**config.mk**
```make
export PLATFORM = sky130hd
export DESIGN_NAME = video_gray_binary_pipe_flat
export DESIGN_NICKNAME = d
export VERILOG_FILES = /design/src/rtl/video_gray_binary_pipe_if.sv /design/src/rtl/video_gray_binary_pipe.sv /design/src/flat_wrapper.sv
export SDC_FILE = /design/constraint.sdc
export NUM_CORES = 1
export LEC_CHECK = 0
export ABC_CLOCK_PERIOD_IN_PS = 6600
export BUFFER_PORTS_ARGS = -buffer_cell sky130_fd_sc_hd__buf_4
export CAP_MARGIN = 20
export CORE_MARGIN = 2
export CORE_UTILIZATION = 57
export DETAILED_ROUTE_END_ITERATION = 7
export GPL_TIMING_DRIVEN = 0
export HOLD_SLACK_MARGIN = 0.03
export PLACE_DENSITY = 0.77
export SETUP_SLACK_MARGIN = 0.15
export SYNTH_ARGS = -nofsm -noshare
export SYNTH_HDL_FRONTEND = slang
export SYNTH_SLANG_ARGS = --single-unit
```
**constraint.sdc**
```tcl
create_clock -name clk -period 6.6 [get_ports clk]
set_input_delay 1.32 -clock clk [delete_from_list [all_inputs] [get_ports clk]]
set_output_delay 1.32 -clock clk [all_outputs]
set_load 0.1 [all_outputs]
```
**src/rtl/video_gray_binary_pipe_if.sv**
```systemverilog
// Video stream bundle for video_gray_binary_pipe: input pixel stream and
// delay-matched output stream. master drives the i_* side, slave is the pipe.
interface video_gray_binary_pipe_if #(
  parameter int unsigned IN_W    = 16,
  parameter int unsigned COORD_W = 12
);
  logic               i_hs;
  logic               i_vs;
  logic               i_de;
  logic [COORD_W-1:0] i_x;
  logic [COORD_W-1:0] i_y;
  logic [IN_W-1:0]    i_data;

  logic               o_hs;
  logic               o_vs;
  logic               o_de;
  logic [COORD_W-1:0] o_x;
  logic [COORD_W-1:0] o_y;
  logic [23:0]        o_data;
  logic               th_flag;

  modport master (
    output i_hs, i_vs, i_de, i_x, i_y, i_data,
    input  o_hs, o_vs, o_de, o_x, o_y, o_data, th_flag
  );

  modport slave (
    input  i_hs, i_vs, i_de, i_x, i_y, i_data,
    output o_hs, o_vs, o_de, o_x, o_y, o_data, th_flag
  );
endinterface

```
**src/rtl/video_gray_binary_pipe.sv**
```systemverilog
// Three-stage RGB -> luma -> RGB/grey/binary/inverted-binary pixel pipe with key-driven
// threshold and mode, applied at vsync rising edges. Define AUTO_TH_EN for min/max auto threshold.
module video_gray_binary_pipe #(
  parameter int unsigned R_BITS     = 5,
  parameter int unsigned G_BITS     = 6,
  parameter int unsigned B_BITS     = 5,
  parameter int unsigned COORD_W    = 12,
  parameter logic [7:0]  TH_INIT    = 8'd40,
  parameter logic [7:0]  TH_STEP    = 8'd5,
  parameter int unsigned WIN_X0     = 30,
  parameter int unsigned WIN_X1     = 450,
  parameter int unsigned WIN_Y0     = 50,
  parameter int unsigned WIN_Y1     = 220,
  parameter logic [23:0] MASK_COLOR = 24'hAAAAAA
) (
  input  logic                           clk,
  input  logic                           rst,
  video_gray_binary_pipe_if.slave        vid,
  input  logic                           key_mode,
  input  logic                           key_up,
  input  logic                           key_down,
  input  logic                           auto_en,
  output logic [1:0]                     o_mode,
  output logic [7:0]                     o_threshold
);

  localparam int unsigned DATA_W = R_BITS + G_BITS + B_BITS;

  // ---------------------------------------------------------------------------
  // Stage 1: split fields and expand each to 8 bits
  // ---------------------------------------------------------------------------
  logic [R_BITS-1:0] r_raw;
  logic [G_BITS-1:0] g_raw;
  logic [B_BITS-1:0] b_raw;
  logic [7:0]        r8_d, g8_d, b8_d;

  assign r_raw = vid.i_data[DATA_W-1 -: R_BITS];
  assign g_raw = vid.i_data[B_BITS +: G_BITS];
  assign b_raw = vid.i_data[0 +: B_BITS];

  // Appending 8 zeros then dropping the field width left-justifies narrow fields
  // and keeps only the top 8 bits of wide ones.
  always_comb begin
    r8_d = 8'(({r_raw, 8'h00}) >> R_BITS);
    g8_d = 8'(({g_raw, 8'h00}) >> G_BITS);
    b8_d = 8'(({b_raw, 8'h00}) >> B_BITS);
  end

  logic [7:0]         s1_r_q, s1_g_q, s1_b_q;
  logic               s1_hs_q, s1_vs_q, s1_de_q;
  logic [COORD_W-1:0] s1_x_q, s1_y_q;

  always_ff @(posedge clk) begin
    if (rst) begin
      s1_r_q  <= '0;
      s1_g_q  <= '0;
      s1_b_q  <= '0;
      s1_hs_q <= 1'b0;
      s1_vs_q <= 1'b0;
      s1_de_q <= 1'b0;
      s1_x_q  <= '0;
      s1_y_q  <= '0;
    end else begin
      s1_r_q  <= r8_d;
      s1_g_q  <= g8_d;
      s1_b_q  <= b8_d;
      s1_hs_q <= vid.i_hs;
      s1_vs_q <= vid.i_vs;
      s1_de_q <= vid.i_de;
      s1_x_q  <= vid.i_x;
      s1_y_q  <= vid.i_y;
    end
  end

  // ---------------------------------------------------------------------------
  // Stage 2: luma
  // ---------------------------------------------------------------------------
  logic [15:0] y_sum;
  logic [7:0]  y_d;

  always_comb begin
    y_sum = 16'd77 * {8'd0, s1_r_q} + 16'd150 * {8'd0, s1_g_q} + 16'd29 * {8'd0, s1_b_q};
    y_d   = y_sum[15:8];
  end

  logic [23:0]        s2_rgb_q;
  logic [7:0]         s2_y_q;
  logic               s2_hs_q, s2_vs_q, s2_de_q;
  logic [COORD_W-1:0] s2_x_q, s2_y_coord_q;

  always_ff @(posedge clk) begin
    if (rst) begin
      s2_rgb_q     <= '0;
      s2_y_q       <= '0;
      s2_hs_q      <= 1'b0;
      s2_vs_q      <= 1'b0;
      s2_de_q      <= 1'b0;
      s2_x_q       <= '0;
      s2_y_coord_q <= '0;
    end else begin
      s2_rgb_q     <= {s1_r_q, s1_g_q, s1_b_q};
      s2_y_q       <= y_d;
      s2_hs_q      <= s1_hs_q;
      s2_vs_q      <= s1_vs_q;
      s2_de_q      <= s1_de_q;
      s2_x_q       <= s1_x_q;
      s2_y_coord_q <= s1_y_q;
    end
  end

  // ---------------------------------------------------------------------------
  // Key edge detection, pending/active threshold and mode
  // ---------------------------------------------------------------------------
  logic       key_mode_q, key_up_q, key_down_q, vs_prev_q;
  logic       mode_rise, up_rise, down_rise, vs_rise;
  logic [7:0] th_pend_q, th_pend_d, th_act_q, th_act_d;
  logic [1:0] mode_pend_q, mode_pend_d, mode_act_q, mode_act_d;
  logic [8:0] th_up_sum;

  assign mode_rise = key_mode & ~key_mode_q;
  assign up_rise   = key_up & ~key_up_q;
  assign down_rise = key_down & ~key_down_q;
  assign vs_rise   = vid.i_vs & ~vs_prev_q;
  assign th_up_sum = {1'b0, th_pend_q} + {1'b0, TH_STEP};

`ifdef AUTO_TH_EN
  logic [7:0] y_min_q, y_min_d, y_max_q, y_max_d;
  logic       seen_q, seen_d;
  logic [8:0] auto_sum;
  logic [7:0] auto_th;

  assign auto_sum = {1'b0, y_min_q} + {1'b0, y_max_q};
  assign auto_th  = auto_sum[8:1];

  // Trackers watch stage-2 luma; a vs edge restarts them for the new frame.
  always_comb begin
    y_min_d = y_min_q;
    y_max_d = y_max_q;
    seen_d  = seen_q;
    if (vs_rise) begin
      y_min_d = 8'hFF;
      y_max_d = 8'h00;
      seen_d  = 1'b0;
    end else if (s2_de_q) begin
      if (s2_y_q < y_min_q) y_min_d = s2_y_q;
      if (s2_y_q > y_max_q) y_max_d = s2_y_q;
      seen_d = 1'b1;
    end
  end

  always_ff @(posedge clk) begin
    if (rst) begin
      y_min_q <= 8'hFF;
      y_max_q <= 8'h00;
      seen_q  <= 1'b0;
    end else begin
      y_min_q <= y_min_d;
      y_max_q <= y_max_d;
      seen_q  <= seen_d;
    end
  end
`else
  logic unused_auto_en;
  assign unused_auto_en = auto_en;
`endif

  always_comb begin
    th_pend_d   = th_pend_q;
    th_act_d    = th_act_q;
    mode_pend_d = mode_pend_q;
    mode_act_d  = mode_act_q;

    if (up_rise && !down_rise) begin
      th_pend_d = (th_up_sum > 9'd255) ? 8'hFF : th_up_sum[7:0];
    end else if (down_rise && !up_rise) begin
      th_pend_d = (th_pend_q < TH_STEP) ? 8'h00 : th_pend_q - TH_STEP;
    end
    if (mode_rise) begin
      mode_pend_d = mode_pend_q + 2'd1;
    end

    // Active values take the pre-edge pending values, so a key hit on the
    // boundary cycle only lands in the following frame.
    if (vs_rise) begin
      th_act_d   = th_pend_q;
      mode_act_d = mode_pend_q;
`ifdef AUTO_TH_EN
      if (auto_en && seen_q) begin
        th_act_d  = auto_th;
        th_pend_d = auto_th;
      end
`endif
    end
  end

  always_ff @(posedge clk) begin
    if (rst) begin
      key_mode_q  <= 1'b0;
      key_up_q    <= 1'b0;
      key_down_q  <= 1'b0;
      vs_prev_q   <= 1'b0;
      th_pend_q   <= TH_INIT;
      th_act_q    <= TH_INIT;
      mode_pend_q <= 2'd0;
      mode_act_q  <= 2'd0;
    end else begin
      key_mode_q  <= key_mode;
      key_up_q    <= key_up;
      key_down_q  <= key_down;
      vs_prev_q   <= vid.i_vs;
      th_pend_q   <= th_pend_d;
      th_act_q    <= th_act_d;
      mode_pend_q <= mode_pend_d;
      mode_act_q  <= mode_act_d;
    end
  end

  assign o_mode      = mode_act_q;
  assign o_threshold = th_act_q;

  // ---------------------------------------------------------------------------
  // Stage 3: mode mux, window mask, blanking
  // ---------------------------------------------------------------------------
  logic        bin_hi, masked, flag_d;
  logic [23:0] pix_d;

  always_comb begin
    bin_hi = (s2_y_q >= th_act_q);
    masked = (s2_x_q <= COORD_W'(WIN_X0)) || (s2_x_q >= COORD_W'(WIN_X1)) ||
             (s2_y_coord_q <= COORD_W'(WIN_Y0)) || (s2_y_coord_q >= COORD_W'(WIN_Y1));
    pix_d  = '0;
    unique case (mode_act_q)
      2'd0:    pix_d = s2_rgb_q;
      2'd1:    pix_d = {3{s2_y_q}};
      2'd2:    pix_d = {24{bin_hi}};
      default: pix_d = {24{~bin_hi}};
    endcase
    if (mode_act_q[1] && masked) begin
      pix_d = MASK_COLOR;
    end
    flag_d = bin_hi;
    if (!s2_de_q) begin
      pix_d  = '0;
      flag_d = 1'b0;
    end
  end

  logic               o_hs_q, o_vs_q, o_de_q, th_flag_q;
  logic [COORD_W-1:0] o_x_q, o_y_q;
  logic [23:0]        o_data_q;

  always_ff @(posedge clk) begin
    if (rst) begin
      o_hs_q    <= 1'b0;
      o_vs_q    <= 1'b0;
      o_de_q    <= 1'b0;
      o_x_q     <= '0;
      o_y_q     <= '0;
      o_data_q  <= '0;
      th_flag_q <= 1'b0;
    end else begin
      o_hs_q    <= s2_hs_q;
      o_vs_q    <= s2_vs_q;
      o_de_q    <= s2_de_q;
      o_x_q     <= s2_x_q;
      o_y_q     <= s2_y_coord_q;
      o_data_q  <= pix_d;
      th_flag_q <= flag_d;
    end
  end

  assign vid.o_hs    = o_hs_q;
  assign vid.o_vs    = o_vs_q;
  assign vid.o_de    = o_de_q;
  assign vid.o_x     = o_x_q;
  assign vid.o_y     = o_y_q;
  assign vid.o_data  = o_data_q;
  assign vid.th_flag = th_flag_q;

endmodule

```
**src/flat_wrapper.sv**
```systemverilog
// flat-port wrapper written by rule: the top's interface ports become plain ports
module video_gray_binary_pipe_flat 
#(
  parameter int unsigned R_BITS     = 5,
  parameter int unsigned G_BITS     = 6,
  parameter int unsigned B_BITS     = 5,
  parameter int unsigned COORD_W    = 12,
  parameter logic [7:0]  TH_INIT    = 8'd40,
  parameter logic [7:0]  TH_STEP    = 8'd5,
  parameter int unsigned WIN_X0     = 30,
  parameter int unsigned WIN_X1     = 450,
  parameter int unsigned WIN_Y0     = 50,
  parameter int unsigned WIN_Y1     = 220,
  parameter logic [23:0] MASK_COLOR = 24'hAAAAAA
)
  (clk, rst, key_mode, key_up, key_down, auto_en, o_mode, o_threshold, vid_i_hs, vid_i_vs, vid_i_de, vid_i_x, vid_i_y, vid_i_data, vid_o_hs, vid_o_vs, vid_o_de, vid_o_x, vid_o_y, vid_o_data, vid_th_flag);
  video_gray_binary_pipe_if #(.IN_W(16), .COORD_W(COORD_W)) vid_i ();
  input  logic clk;
  input  logic rst;
  input  logic key_mode;
  input  logic key_up;
  input  logic key_down;
  input  logic auto_en;
  output logic [1:0] o_mode;
  output logic [7:0] o_threshold;
  input wire logic [$bits(vid_i.i_hs)-1:0] vid_i_hs;
  input wire logic [$bits(vid_i.i_vs)-1:0] vid_i_vs;
  input wire logic [$bits(vid_i.i_de)-1:0] vid_i_de;
  input wire logic [$bits(vid_i.i_x)-1:0] vid_i_x;
  input wire logic [$bits(vid_i.i_y)-1:0] vid_i_y;
  input wire logic [$bits(vid_i.i_data)-1:0] vid_i_data;
  output wire logic [$bits(vid_i.o_hs)-1:0] vid_o_hs;
  output wire logic [$bits(vid_i.o_vs)-1:0] vid_o_vs;
  output wire logic [$bits(vid_i.o_de)-1:0] vid_o_de;
  output wire logic [$bits(vid_i.o_x)-1:0] vid_o_x;
  output wire logic [$bits(vid_i.o_y)-1:0] vid_o_y;
  output wire logic [$bits(vid_i.o_data)-1:0] vid_o_data;
  output wire logic [$bits(vid_i.th_flag)-1:0] vid_th_flag;
  assign vid_i.i_hs = vid_i_hs;
  assign vid_i.i_vs = vid_i_vs;
  assign vid_i.i_de = vid_i_de;
  assign vid_i.i_x = vid_i_x;
  assign vid_i.i_y = vid_i_y;
  assign vid_i.i_data = vid_i_data;
  assign vid_o_hs = vid_i.o_hs;
  assign vid_o_vs = vid_i.o_vs;
  assign vid_o_de = vid_i.o_de;
  assign vid_o_x = vid_i.o_x;
  assign vid_o_y = vid_i.o_y;
  assign vid_o_data = vid_i.o_data;
  assign vid_th_flag = vid_i.th_flag;
  video_gray_binary_pipe #(.R_BITS(R_BITS), .G_BITS(G_BITS), .B_BITS(B_BITS), .COORD_W(COORD_W), .TH_INIT(TH_INIT), .TH_STEP(TH_STEP), .WIN_X0(WIN_X0), .WIN_X1(WIN_X1), .WIN_Y0(WIN_Y0), .WIN_Y1(WIN_Y1), .MASK_COLOR(MASK_COLOR)) u_core (.clk(clk), .rst(rst), .vid(vid_i), .key_mode(key_mode), .key_up(key_up), .key_down(key_down), .auto_en(auto_en), .o_mode(o_mode), .o_threshold(o_threshold));
endmodule
```
* Word level (Yosys, flattened, before mapping)
Index checks and enable logic that the tools add are counted.
Cells by class: eq/ne operators 2, bitwise gates (word level) 10, $mul 3, add/sub/neg operators 5, muxes and demuxes 6, reduce and logical (&&, ||, !) cells 12, $lt $le $gt $ge 7
Operators with widths (number):
- $pmux W24 S3 | 1
- $mux W8 | 4
- $mul A7 B8 Y15 const A | 2
- $mux W24 | 1
- $add A15 B16 Y16 | 1
- $add A16 B13 Y16 | 1
- $mul A5 B8 Y13 const A | 1
- $ge A12 B8 Y1 const B | 1
- $ge A12 B9 Y1 const B | 1
- $le A12 B5 Y1 const B | 1
- $le A12 B6 Y1 const B | 1
- $add A8 B3 Y9 const B | 1
- $gt A9 B8 Y1 const B | 1
- $ge A8 B8 Y1 | 1
- $lt A8 B3 Y1 const B | 1
- $sub A8 B3 Y8 const B | 1
- $not A1 Y1 | 6
- $and A1 B1 Y1 | 4
- $logic_and A1 B1 Y1 | 3
- $logic_or A1 B1 Y1 | 3
- $reduce_or A3 Y1 | 1
- $add A2 B1 Y2 const B | 1
- $eq A2 B1 Y1 const B | 1
- $eq A2 B2 Y1 const B | 1
- 4 further kinds | 5
Storage, ports and cells: output and inout bits 62, logic and storage cells 78, input bits 49, flip-flop bits (word level) 185

* Logic depth before layout (Yosys ltp)
word-level depth 6, gate-level depth with buffers 21, mapped depth without buffers 21

* Worst setup path after synthesis
No wires, ideal clock.
path type register to register, start register u_core.s1_g_q[4], end register u_core.s2_y_q[7], arrival 5168 ps, path buffers 0, clock period less this slack 5295 ps, setup time 128 ps, required time 6472 ps, cell stages (with the launch flop) 19, setup slack 1305 ps, cells stage by stage dfxtp_1 ha_1 ha_1 fa_1 ha_1 xnor2_1 fa_1 ha_1 fa_1 inv_1 fa_1 inv_1 ha_1 nor2b_1 a31o_2 o41a_1 a31o_2 xor3_1 nor2_1
On the way: word-level cells in the longest chain between the ends 3
RTL lines:
- from (decl) | RTL line video_gray_binary_pipe.sv:49 | logic [7:0] s1_r_q, s1_g_q, s1_b_q;
- from (signal assigned) | RTL line video_gray_binary_pipe.sv:65 | s1_g_q <= g8_d;
- $mul A7 B8 Y15 | RTL line video_gray_binary_pipe.sv:82 | y_sum = 16'd77 * {8'd0, s1_r_q} + 16'd150 * {8'd0, s1_g_q} + 16'd29 * {8'd0, s1_b_q};
- $add A15 B16 Y16 | RTL line video_gray_binary_pipe.sv:82
- $add A16 B13 Y16 | RTL line video_gray_binary_pipe.sv:82
- to (signal assigned) | RTL line video_gray_binary_pipe.sv:102 | s2_y_q <= y_d;
- to (decl) | RTL line video_gray_binary_pipe.sv:87 | logic [7:0] s2_y_q;
Every way passes these cells. A chain may end at the register's enable or synchronous reset.

* Final worst setup path
Same ends and word-level chain as after synthesis.

==> impl_metrics.toml <==
[outcome]
status = "finished, final reports clean"

[cells_and_area]
nets = 1087
stdcell_area_sq_mm = 0.00939
post-route-util = 0.709
final_cell_mix = "dfxtp_1 (164), nor2b_1 (117), buf_4 (114)"
nFillCells = 1036
diodes = 0
final_common_cell = "dfxtp_1"
fin_cells = 1115
areaGrowthSynthToFinish_pct = 21.2
drive_gt1_frac = 0.170

[global_routing]
grt.busiest_layer = "met2"
grt_util_met2 = 0.419
grt_pass1_wl_um = 26900
grt.met1_usage = 0.286
grt_pass1_vias = 5704
grt_antenna_before_repair = 0
globalRouteMet3Util = 0.0425
grt_max_degree = 18
grt_overflow_total = 0
grt_util_all_layers = 0.239

[critical_path]
critical-path-top-delay-family = "adder cells"
r2r-end = "u_core.s2_y_q[7]"
arrival_ns = 6.09
crit_type = "reg2reg"
startpoint_type = "flip-flop"
worst_setup_path_end_kind = "flip-flop"
startpoint = "u_core.s1_g_q[4]"
crit_cells = 18
crit_chain = "ha_1, ha_1, fa_1, ha_1, xnor2_1, fa_1, ha_1, fa_1, inv_1, fa_1, inv_1, ha_1, nor2b_1, a31o_2, o41a_1, a31o_2, xor3_1, nor2_1"
r2r_setup_slack_ns = 0.82
cp_num_buf_inv = 2
cp_max_fo = 5
endpoint = "u_core.s2_y_q[7]"
r2r-start = "u_core.s1_g_q[4]"
crit_slowest_cell = "fa_1"
critPathMaxStageDelay_ns = 0.52
critPathMostFrequentCell = "ha_1"
worstPathRequired_ns = 6.90
reg2regPathDepth = 18

[synth]
synthFlopType = "dfxtp_1"
yosys_warnings = 0
ys_ff_latch = 164
synth_edf_count = 0
ys_types = 52
synth_fp_nets = 960
yosysSeqAreaShare = 0.424
synth_area_sq_mm = 0.00775
syn_avg_cell_area_sq_um = 9.69
synthCells = 799
synth-async-reset-ratio = 0

[place]
hpwl_um = 12900
placed_area_sq_mm = 0.00878
place_ws_ns = 0.858
dp_cells = 1083
portBuffers = 108
gp_routability_congestion = 0.892

[timing]
skew_ns = 0.00829
rsz0062_at_grt = "no"
setup_viol = 0
worst_pin_slew_ns = 0.733
drv_slew = 0
fin_crit_sh = 0.876
holdWs_ns = 0.440
worst_slack_ns = 0.816
max_freq_mhz = 173
layout_min_cycle_time_ns = 5.78
relSlewSlack = 0.509
hold_viol = 0
finalSetupTns_ns = 0

[detailed_routing]
vias_per_cell = 5.08
wl_per_cell_um = 14.8
num_vias = 5666
remaining_drc_errors = 0
drt-pass1-iter-count = 5
wirelength_um = 16500
drt_iter0_drc = 304
drtAntennaViolNets = 0

[clocking]
cts_buffer_depth = 2
cts_tree = "done"
cts-root-buf = "clkbuf_16"
htree_levels = 4
clkLatencyLatePin_ns = 0.43
cts_resized = 0
holdBufCountCts = 0
post_cts_buffers = 0
clk_pin_slew_ns = 0.07
cts_sinks = 164
cts_buffers = 17

[floorplan]
num_rows = 42
coreArea_sq_mm = 0.0132
start_util = 0.585
fp.dieW_um = 121
die_h_um = 121
io_pins = 111
floorplan.die_area_sq_mm = 0.0145

[pwr]
p_per_area_mw_per_mm2 = 319
peakVddDrop_v = 0.000188
power.leakage_nw = 4.50
power_mw = 3.00

[run]
max_cap_viol_count = 0

[hold_path]
hold_path_class = "reg2reg"
## sequential cells by signal, indices dropped and copies added, names as in the netlist, 2 cells and up
register,cells
u_core.mode_pend_q,2
u_core.o_mode,2
u_core.o_threshold,8
u_core.s1_b_q,5
u_core.s1_g_q,6
u_core.s1_r_q,5
u_core.s1_x_q,12
u_core.s1_y_q,12
u_core.s2_rgb_q,16
u_core.s2_x_q,12
u_core.s2_y_coord_q,12
u_core.s2_y_q,8
u_core.th_pend_q,8
u_core.vid.o_data,19
u_core.vid.o_x,12
u_core.vid.o_y,12
## cell type report
class | instances | area (sq um) | area share
multi-input cells | 497 | 3920 | 0.417
flip-flops and latches | 164 | 3280 | 0.350
repair buffers | 108 | 811 | 0.0863
clock buffers | 18 | 429 | 0.0457
inverters | 102 | 383 | 0.0408
well taps | 176 | 220 | 0.0235
clock inverters | 14 | 184 | 0.0196
plain buffers | 36 | 165 | 0.0176
## where the power goes
group	leakage, nW	internal, mW	switching [mW]
Combinational	2.85	0.380	0.508
Clock	0.302	0.577	0.435
Sequential	1.35	1.05	0.0427
## Yosys cell counts, types with 2 or more instances
cell	number	area, sq um
clkbuf_1	21	78.8
a31oi_1	5	31.3
ha_1	81	1010
nand2_1	33	124
nor3b_1	2	15.0
o21ai_0	21	105
dfxtp_1	164	3280
nor2b_1	117	732
a221oi_1	2	17.5
xnor2_1	9	78.8
buf_4	6	45.0
a21boi_0	2	15.0
a31o_2	3	26.3
o211ai_1	2	15.0
buf_2	6	30.0
o211a_1	2	20.0
nand3_1	9	45.0
or2_2	2	12.5
xor2_1	9	78.8
and3_1	2	12.5
nor2_1	54	203
nor4_1	3	18.8
nor3_1	9	45.0
nand2b_1	10	62.6
a311oi_1	2	17.5
a21o_1	12	90.1
fa_1	31	621
a21oi_1	41	205
inv_1	102	383
a211oi_1	4	30.0
o21a_1	4	30.0
buf_1	3	11.3
a211o_1	4	35.0
a22oi_1	4	30.0
## per-layer routing
layer | routed length (um) | share of wire
met5 | 0 | 0
met3 | 627 | 0.038
met4 | 429 | 0.026
met1 | 7020 | 0.42
met2 | 8470 | 0.51
## kinds of logic (layout without fill, tap and decap cells)
| kind of cell | Yosys count | count (layout) | synth area share |
|---|---|---|---|
| buffers and inverters | 138 | 278 | 0.0707 |
| AO/OA/AOI/OAI | 116 | 116 | 0.0966 |
| adder cells (fa/ha/maj) | 112 | 112 | 0.211 |
| flip-flops | 164 | 164 | 0.424 |
| multiplexers | 1 | 1 | 0.00129 |
| XOR/XNOR | 19 | 19 | 0.0234 |
| AND/OR/NAND/NOR | 249 | 249 | 0.173 |
## worst min-delay path by stage
stage / slack (ns) / from / cells past startpoint / to
floorplan: 0.41 / u_core.s1_de_q / 1 / u_core.s2_de_q
global placement: 0.42 / u_core.s2_hs_q / 1 / u_core.vid.o_hs
detailed placement: 0.43 / u_core.s1_x_q[11] / 1 / u_core.s2_x_q[11]
CTS: 0.44 / u_core.s1_x_q[6] / 1 / u_core.s2_x_q[6]
global route: 0.45 / u_core.s1_x_q[6] / 1 / u_core.s2_x_q[6]
finish: 0.44 / u_core.s1_y_q[10] / 1 / u_core.s2_y_coord_q[10]
Power figures use the tool's default switching activity.
